<file path="src/rtl/mem_port_arbiter_pkg.sv">
// Shared types and constants for the two-requester main-memory port arbiter.
package mem_port_arbiter_pkg;

  // Arbiter FSM states.
  typedef enum logic [1:0] {
    ST_IDLE   = 2'd0,
    ST_ACCESS = 2'd1,
    ST_DONE   = 2'd2
  } state_t;

  // Memory operation of the latched request.
  typedef enum logic {
    OP_RD = 1'b0,
    OP_WR = 1'b1
  } op_t;

  // Requester identities.
  localparam logic REQ_ICACHE = 1'b0;
  localparam logic REQ_DCACHE = 1'b1;

  // One-hot completion vector for a requester id.
  function automatic logic [1:0] req_onehot(input logic id);
    return id ? 2'b10 : 2'b01;
  endfunction

endpackage

</file>
<file path="src/rtl/mem_port_arbiter_if.sv">
// Main-memory port bundle: strobes, latched address/data, ready and refill block.
interface mem_port_arbiter_if #(
  parameter int ADDR_W  = 10,
  parameter int BLOCK_W = 128
) ();

  logic               main_read;
  logic               main_write;
  logic [ADDR_W-1:0]  mem_addr;
  logic [31:0]        mem_wdata;
  logic               mem_ready;
  logic [BLOCK_W-1:0] mem_block;

  // Arbiter side drives the strobes and latched request.
  modport master (
    output main_read,
    output main_write,
    output mem_addr,
    output mem_wdata,
    input  mem_ready,
    input  mem_block
  );

  // Memory side answers with ready and the refill block.
  modport slave (
    input  main_read,
    input  main_write,
    input  mem_addr,
    input  mem_wdata,
    output mem_ready,
    output mem_block
  );

endinterface

</file>
<file path="src/rtl/mem_port_arbiter_rr_pick2.sv">
// rr_pick2: combinational two-way round-robin selector. A lone pending
// requester always wins; on a tie the one that was not granted last wins.
module mem_port_arbiter_rr_pick2
  import mem_port_arbiter_pkg::*;
(
  input  logic [1:0] pending,
  input  logic       last_grant,
  output logic       grant_valid,
  output logic       grant_id
);

  // Pick the winner from the pending vector and the previous grant.
  always_comb begin
    grant_valid = 1'b0;
    grant_id    = REQ_ICACHE;
    case (pending)
      2'b01: begin
        grant_valid = 1'b1;
        grant_id    = REQ_ICACHE;
      end
      2'b10: begin
        grant_valid = 1'b1;
        grant_id    = REQ_DCACHE;
      end
      2'b11: begin
        grant_valid = 1'b1;
        grant_id    = ~last_grant;
      end
      default: begin
        grant_valid = 1'b0;
        grant_id    = REQ_ICACHE;
      end
    endcase
  end

endmodule

</file>
<file path="src/rtl/mem_port_arbiter.sv">
// Shares one main-memory port between the I-cache (requester 0) and the
// D-cache (requester 1). Latches one request, strobes memory until ready or
// watchdog expiry, then pulses done (and err on timeout) for one cycle.
module mem_port_arbiter
  import mem_port_arbiter_pkg::*;
#(
  parameter int ADDR_W  = 10,
  parameter int BLOCK_W = 128,
  parameter int TIMEOUT = 64
) (
  input  logic                clk,
  input  logic                reset_neg,
  input  logic [1:0]          rd_req,
  input  logic [1:0]          wr_req,
  input  logic [ADDR_W-1:0]   addr0,
  input  logic [ADDR_W-1:0]   addr1,
  input  logic [31:0]         wdata0,
  input  logic [31:0]         wdata1,
  output logic [1:0]          done,
  output logic [1:0]          err,
  output logic [BLOCK_W-1:0]  rdata,
  output logic                busy,
  mem_port_arbiter_if.master  mem
);

  // Watchdog counter only has to reach TIMEOUT-1.
  localparam int              CNT_W    = (TIMEOUT > 1) ? $clog2(TIMEOUT) : 1;
  localparam logic [CNT_W-1:0] CNT_LAST = CNT_W'(TIMEOUT - 1);

  state_t            state_r;
  op_t               op_r;
  logic              id_r;
  logic              last_grant_r;
  logic [CNT_W-1:0]  cnt_r;

  logic [1:0]        pending_s;
  logic              grant_valid_s;
  logic              grant_id_s;
  op_t               sel_op_s;
  logic [ADDR_W-1:0] sel_addr_s;
  logic [31:0]       sel_wdata_s;

  assign pending_s = rd_req | wr_req;

  mem_port_arbiter_rr_pick2 u_pick (
    .pending     (pending_s),
    .last_grant  (last_grant_r),
    .grant_valid (grant_valid_s),
    .grant_id    (grant_id_s)
  );

  // Route the winning requester's op/address/data; write wins when both ops are set.
  always_comb begin
    sel_op_s    = OP_RD;
    sel_addr_s  = addr0;
    sel_wdata_s = wdata0;
    if (grant_id_s == REQ_DCACHE) begin
      sel_op_s    = wr_req[1] ? OP_WR : OP_RD;
      sel_addr_s  = addr1;
      sel_wdata_s = wdata1;
    end else begin
      sel_op_s    = wr_req[0] ? OP_WR : OP_RD;
      sel_addr_s  = addr0;
      sel_wdata_s = wdata0;
    end
  end

  // Arbitration FSM with latched request, watchdog and registered outputs.
  always_ff @(posedge clk or posedge reset_neg) begin
    if (reset_neg) begin
      state_r        <= ST_IDLE;
      op_r           <= OP_RD;
      id_r           <= REQ_ICACHE;
      last_grant_r   <= REQ_DCACHE;
      cnt_r          <= CNT_W'(0);
      done           <= 2'b00;
      err            <= 2'b00;
      busy           <= 1'b0;
      rdata          <= {BLOCK_W{1'b0}};
      mem.main_read  <= 1'b0;
      mem.main_write <= 1'b0;
      mem.mem_addr   <= {ADDR_W{1'b0}};
      mem.mem_wdata  <= 32'd0;
    end else begin
      case (state_r)
        ST_IDLE: begin
          done <= 2'b00;
          err  <= 2'b00;
          if (grant_valid_s) begin
            id_r           <= grant_id_s;
            op_r           <= sel_op_s;
            last_grant_r   <= grant_id_s;
            mem.mem_addr   <= sel_addr_s;
            mem.mem_wdata  <= sel_wdata_s;
            mem.main_read  <= (sel_op_s == OP_RD);
            mem.main_write <= (sel_op_s == OP_WR);
            busy           <= 1'b1;
            state_r        <= ST_ACCESS;
          end
        end
        ST_ACCESS: begin
          if (mem.mem_ready) begin
            mem.main_read  <= 1'b0;
            mem.main_write <= 1'b0;
            if (op_r == OP_RD) begin
              rdata <= mem.mem_block;
            end
            done    <= req_onehot(id_r);
            state_r <= ST_DONE;
          end else if ((TIMEOUT != 0) && (cnt_r == CNT_LAST)) begin
            // Memory never answered: give up and report the error.
            mem.main_read  <= 1'b0;
            mem.main_write <= 1'b0;
            rdata          <= {BLOCK_W{1'b0}};
            done           <= req_onehot(id_r);
            err            <= req_onehot(id_r);
            state_r        <= ST_DONE;
          end else begin
            cnt_r <= cnt_r + CNT_W'(1);
          end
        end
        ST_DONE: begin
          done    <= 2'b00;
          err     <= 2'b00;
          cnt_r   <= CNT_W'(0);
          busy    <= 1'b0;
          state_r <= ST_IDLE;
        end
        default: begin
          // Unreachable encoding: recover to a quiet idle port.
          mem.main_read  <= 1'b0;
          mem.main_write <= 1'b0;
          done           <= 2'b00;
          err            <= 2'b00;
          cnt_r          <= CNT_W'(0);
          busy           <= 1'b0;
          state_r        <= ST_IDLE;
        end
      endcase
    end
  end

endmodule

</file>
<file path="src/flat_wrapper.sv">
// flat-port wrapper written by rule: the top's interface ports become plain ports
module mem_port_arbiter_flat import mem_port_arbiter_pkg::*;
#(
  parameter int ADDR_W  = 10,
  parameter int BLOCK_W = 128,
  parameter int TIMEOUT = 64
)
  (clk, reset_neg, rd_req, wr_req, addr0, addr1, wdata0, wdata1, done, err, rdata, busy, mem_main_read, mem_main_write, mem_mem_addr, mem_mem_wdata, mem_mem_ready, mem_mem_block);
  mem_port_arbiter_if #(.ADDR_W(ADDR_W), .BLOCK_W(BLOCK_W)) mem_i ();
  input  logic clk;
  input  logic reset_neg;
  input  logic [1:0] rd_req;
  input  logic [1:0] wr_req;
  input  logic [ADDR_W-1:0] addr0;
  input  logic [ADDR_W-1:0] addr1;
  input  logic [31:0] wdata0;
  input  logic [31:0] wdata1;
  output logic [1:0] done;
  output logic [1:0] err;
  output logic [BLOCK_W-1:0] rdata;
  output logic busy;
  output wire logic [$bits(mem_i.main_read)-1:0] mem_main_read;
  output wire logic [$bits(mem_i.main_write)-1:0] mem_main_write;
  output wire logic [$bits(mem_i.mem_addr)-1:0] mem_mem_addr;
  output wire logic [$bits(mem_i.mem_wdata)-1:0] mem_mem_wdata;
  input wire logic [$bits(mem_i.mem_ready)-1:0] mem_mem_ready;
  input wire logic [$bits(mem_i.mem_block)-1:0] mem_mem_block;
  assign mem_main_read = mem_i.main_read;
  assign mem_main_write = mem_i.main_write;
  assign mem_mem_addr = mem_i.mem_addr;
  assign mem_mem_wdata = mem_i.mem_wdata;
  assign mem_i.mem_ready = mem_mem_ready;
  assign mem_i.mem_block = mem_mem_block;
  mem_port_arbiter #(.ADDR_W(ADDR_W), .BLOCK_W(BLOCK_W), .TIMEOUT(TIMEOUT)) u_core (.clk(clk), .reset_neg(reset_neg), .rd_req(rd_req), .wr_req(wr_req), .addr0(addr0), .addr1(addr1), .wdata0(wdata0), .wdata1(wdata1), .done(done), .err(err), .rdata(rdata), .busy(busy), .mem(mem_i));
endmodule
</file>
<file path="config.mk">
export PLATFORM = sky130hd
export DESIGN_NAME = mem_port_arbiter_flat
export DESIGN_NICKNAME = d
export VERILOG_FILES = /design/src/rtl/mem_port_arbiter_pkg.sv /design/src/rtl/mem_port_arbiter_if.sv /design/src/rtl/mem_port_arbiter_rr_pick2.sv /design/src/rtl/mem_port_arbiter.sv /design/src/flat_wrapper.sv
export SDC_FILE = /design/constraint.sdc
export NUM_CORES = 1
export LEC_CHECK = 0
export BUFFER_PORTS_ARGS = -buffer_cell sky130_fd_sc_hd__buf_2
export CAP_MARGIN = 20
export CORE_AREA = 2 2 152 154
export DETAILED_ROUTE_END_ITERATION = 8
export DIE_AREA = 0 0 154 156
export GPL_TIMING_DRIVEN = 0
export PLACE_DENSITY = 0.69
export SETUP_SLACK_MARGIN = 0.5
export SLEW_MARGIN = 20
export SYNTH_ARGS = -nofsm -noshare
export SYNTH_HDL_FRONTEND = slang
export SYNTH_SLANG_ARGS = --single-unit
</file>
<file path="constraint.sdc">
create_clock -name clk -period 8.7 [get_ports clk]
set_input_delay 2.61 -clock clk [delete_from_list [all_inputs] [get_ports clk]]
set_output_delay 2.61 -clock clk [all_outputs]
set_load 0.005 [all_outputs]
</file>
==> reports/metrics.cfg <==
[status]
outcome=complete, no violations

[routing]
dr.pass1.iters=7
avgRoutedWirePerCell_um=18.29
routed_wl_mm=29.64
antenna_left=0
vias_per_cell=5.451
vias=8836
drc=0
drt_iter0_drc=701

[timing]
worst_slack_ns=4.801
relSlewSlack=0.5180
drv_slew=0
fin_crit_sh=0.4482
worst_pin_slew_ns=0.7230
grt_setup_unrepaired=no
fmax_mhz=256.4
finalHoldViolations=0
hold_slack_ns=0.4817
clock_skew_ns=0.01404
post-route-min-period_ns=3.899
setup_viol=0

[power_and_ir_drop]
power.density_nw_per_um2=343.7
p_sw_w=0.001578
pwr-share-comb=0.430
pwr-share-clk=0.203
ir_worst_vdd_mv=0.1496
internal_power_w=0.002430
p_total_w=0.004008
swShare=0.3938
seq_power_share=0.368
power.leakage_nw=5.369

[flow_run]
drv_cap=0

[yosys]
yosys.area.top_type=dfrtp_1
synth_simple_gate_area_share=0.1162
synthAdderAreaFrac=0.001441
synth_compound_area_frac=0.2832
synth_top_family_by_area=compound AO/OA/AOI/OAI gates
muxShareOfSynthArea=0.008214
synthTopCellsByArea=dfrtp_1, a22oi_1, o21ai_0, nand2_1, nand3b_1
synth_enable_flop_cells=0
syn_inst=908
synth_cell_types=43
synth.avg_cell_area_um2=9.562
synth_top_area_frac=0.5390
async_flop_share=1.000
synth_flop_cell=dfrtp_1
synth_xor_area_frac=0
syn-cell-area_um2=8682
yosys_warnings=0
yosysSeqAreaShare=0.5420
yosys_register_bits=188
synth_nets=1128

[finish]
nets=1542
register_area_um2=4706
finalNonFillerCells=1621
multi_input_area_um2=3551
syn2layout_area_growth_pct=34.31
n_fill_cell=2104
drive_gt1_frac=0.3401

[clock_tree]
insertion_delay_ns=0.44
cts_tree=done
cts-htree-levels=4
cts_buffers=17
hold_buffers=0
clk_pin_slew_ns=0.07
cts_sinks=188
cts_buffer_depth=2
post_cts_buffers=0
cts_resized=0
ctsRootBufferMaster=clkbuf_16

[floorplan]
core_um2=22370
initial_core_util=0.3882
fp-row-count=55
dieArea_um2=24020
die_w_um=154
ioPinCount=396
die_h_um=156

[global_routing]
grt_first_pass_wirelength_mm=45.70
grt_remaining_overflow=0
grt_max_degree=98
grt_pass1_vias=8243
grt_usage=0.2414
grt_antenna_before_repair=3

[place]
place_inst=1588
port_buffers=394
post-place-ws_ns=4.413
dp_hpwl_mm=22.03
place_congestion=0.8322

[setup_path]
worstPathMaxFanout=10
crit_arrival_ns=4.25
path_class=input pin to flop
crit_path_end_kind=flop
cp-start-kind=input pin
crit_required_ns=9.05

[min_path]
hold_path_class=flop to flop

## state kept, by name (all words and copies together), names as in the netlist, 2 cells and up
| register | count |
|---|---|
| u_core.mem.mem_addr | 10 |
| u_core.err | 2 |
| u_core.done | 2 |
| u_core.rdata | 128 |
| u_core.cnt_r | 6 |
| u_core.state_r | 2 |
| u_core.mem.mem_wdata | 32 |
## final timing paths
path	from	to	slack (ns)	depth (start not counted)
setup reg to reg	u_core.state_r[1]$_DFFE_PP0P_	u_core.rdata[3]$_DFFE_PP0P_	6.41	6
hold reg to reg	u_core.busy$_DFFE_PP0P_	u_core.busy$_DFFE_PP0P_	0.48	1
min in group asynchronous	reset_neg	u_core.rdata[33]$_DFFE_PP0P_	2.27	2
max in group asynchronous	reset_neg	u_core.state_r[1]$_DFFE_PP0P_	5.49	3
setup / recovery	mem_mem_ready	u_core.rdata[96]$_DFFE_PP0P_	4.80	6
hold / removal	u_core.busy$_DFFE_PP0P_	u_core.busy$_DFFE_PP0P_	0.48	1
## cells in the final DEF, fill, tap and decap left out, drive strengths merged, types with 4 or more instances in the layout
| cell type | count |
|---|---|
| a22oi | 128 |
| dfrtp | 187 |
| o21ai | 174 |
| nor2 | 6 |
| clkbuf | 86 |
| a31oi | 45 |
| a21oi | 43 |
| nand3b | 42 |
| o211ai | 4 |
| inv | 14 |
| buf | 417 |
| clkinv | 5 |
| nand2 | 140 |
## kinds of logic after synthesis
family,Yosys count
buf+inv,98
mux,6
fa+ha+maj,1
compound gates,406
simple gates,209
flops,188
## stage by stage
step | area, µm² | utilization | TNS, ns
2_1_floorplan | 8682 | - | 0
3_3_place_gp | 11010 | 0.4923 | -250.42
3_5_place_dp | 11050 | 0.4939 | 0
4_1_cts | 11660 | 0.5213 | 0
5_1_grt | 11660 | 0.5213 | 0
6_report | 11660 | 0.5214 | 0
## power by group through the flow
stage | Clock (W) | Sequential [W] | Combinational [W]
floorplan | 0 | 0.00148 | 0.00101
global placement | 0 | 0.00147 | 0.00170
detailed placement | 0 | 0.00148 | 0.00174
CTS | 0.000832 | 0.00147 | 0.00174
global route | 0.000869 | 0.00152 | 0.00194
finish | 0.000813 | 0.00147 | 0.00172
## cell usage after synthesis, types with 2 or more instances
library cell	number
a21oi_1	43
a22oi_1	128
a31oi_1	45
and3_1	2
buf_2	16
buf_6	5
clkbuf_1	68
dfrtp_1	187
inv_1	7
mux2_4	2
mux2i_1	3
nand2_1	140
nand2b_1	2
nand3_1	2
nand3b_1	42
nor2_1	6
nor2b_1	3
nor3_1	2
nor4bb_1	2
o211a_1	2
o211ai_1	4
o21a_1	2
o21ai_0	173
or4_1	3
## layout make-up
type,instances,share of cell area
multi-input cells,622,0.3045
clock inverters,14,0.01491
inverters,8,0.003219
diodes,1,0.0002146
plain buffers,90,0.03391
flip-flops and latches,188,0.4035
well taps,285,0.03058
repair buffers,395,0.1715
clock buffers,18,0.03766
## layer usage
metal / track usage / share of wire / routed length (µm) / vias to the layer above
met4: 0.07566 / 0.025 / 730 / 4
met3: 0.07111 / 0.080 / 2384 / 45
li1: - / - / - / 4170
met2: 0.4089 / 0.49 / 14580 / 387
met5: 0 / 0.00091 / 27 / -
met1: 0.2982 / 0.40 / 11920 / 4230
## critical path: stages
cell      delay, ns
clkbuf_1       0.29
nor4bb_1       0.32
buf_2          0.35
clkbuf_1       0.43
a22oi_1        0.12
o21ai_0        0.11
Power figures use the tool's default switching activity.
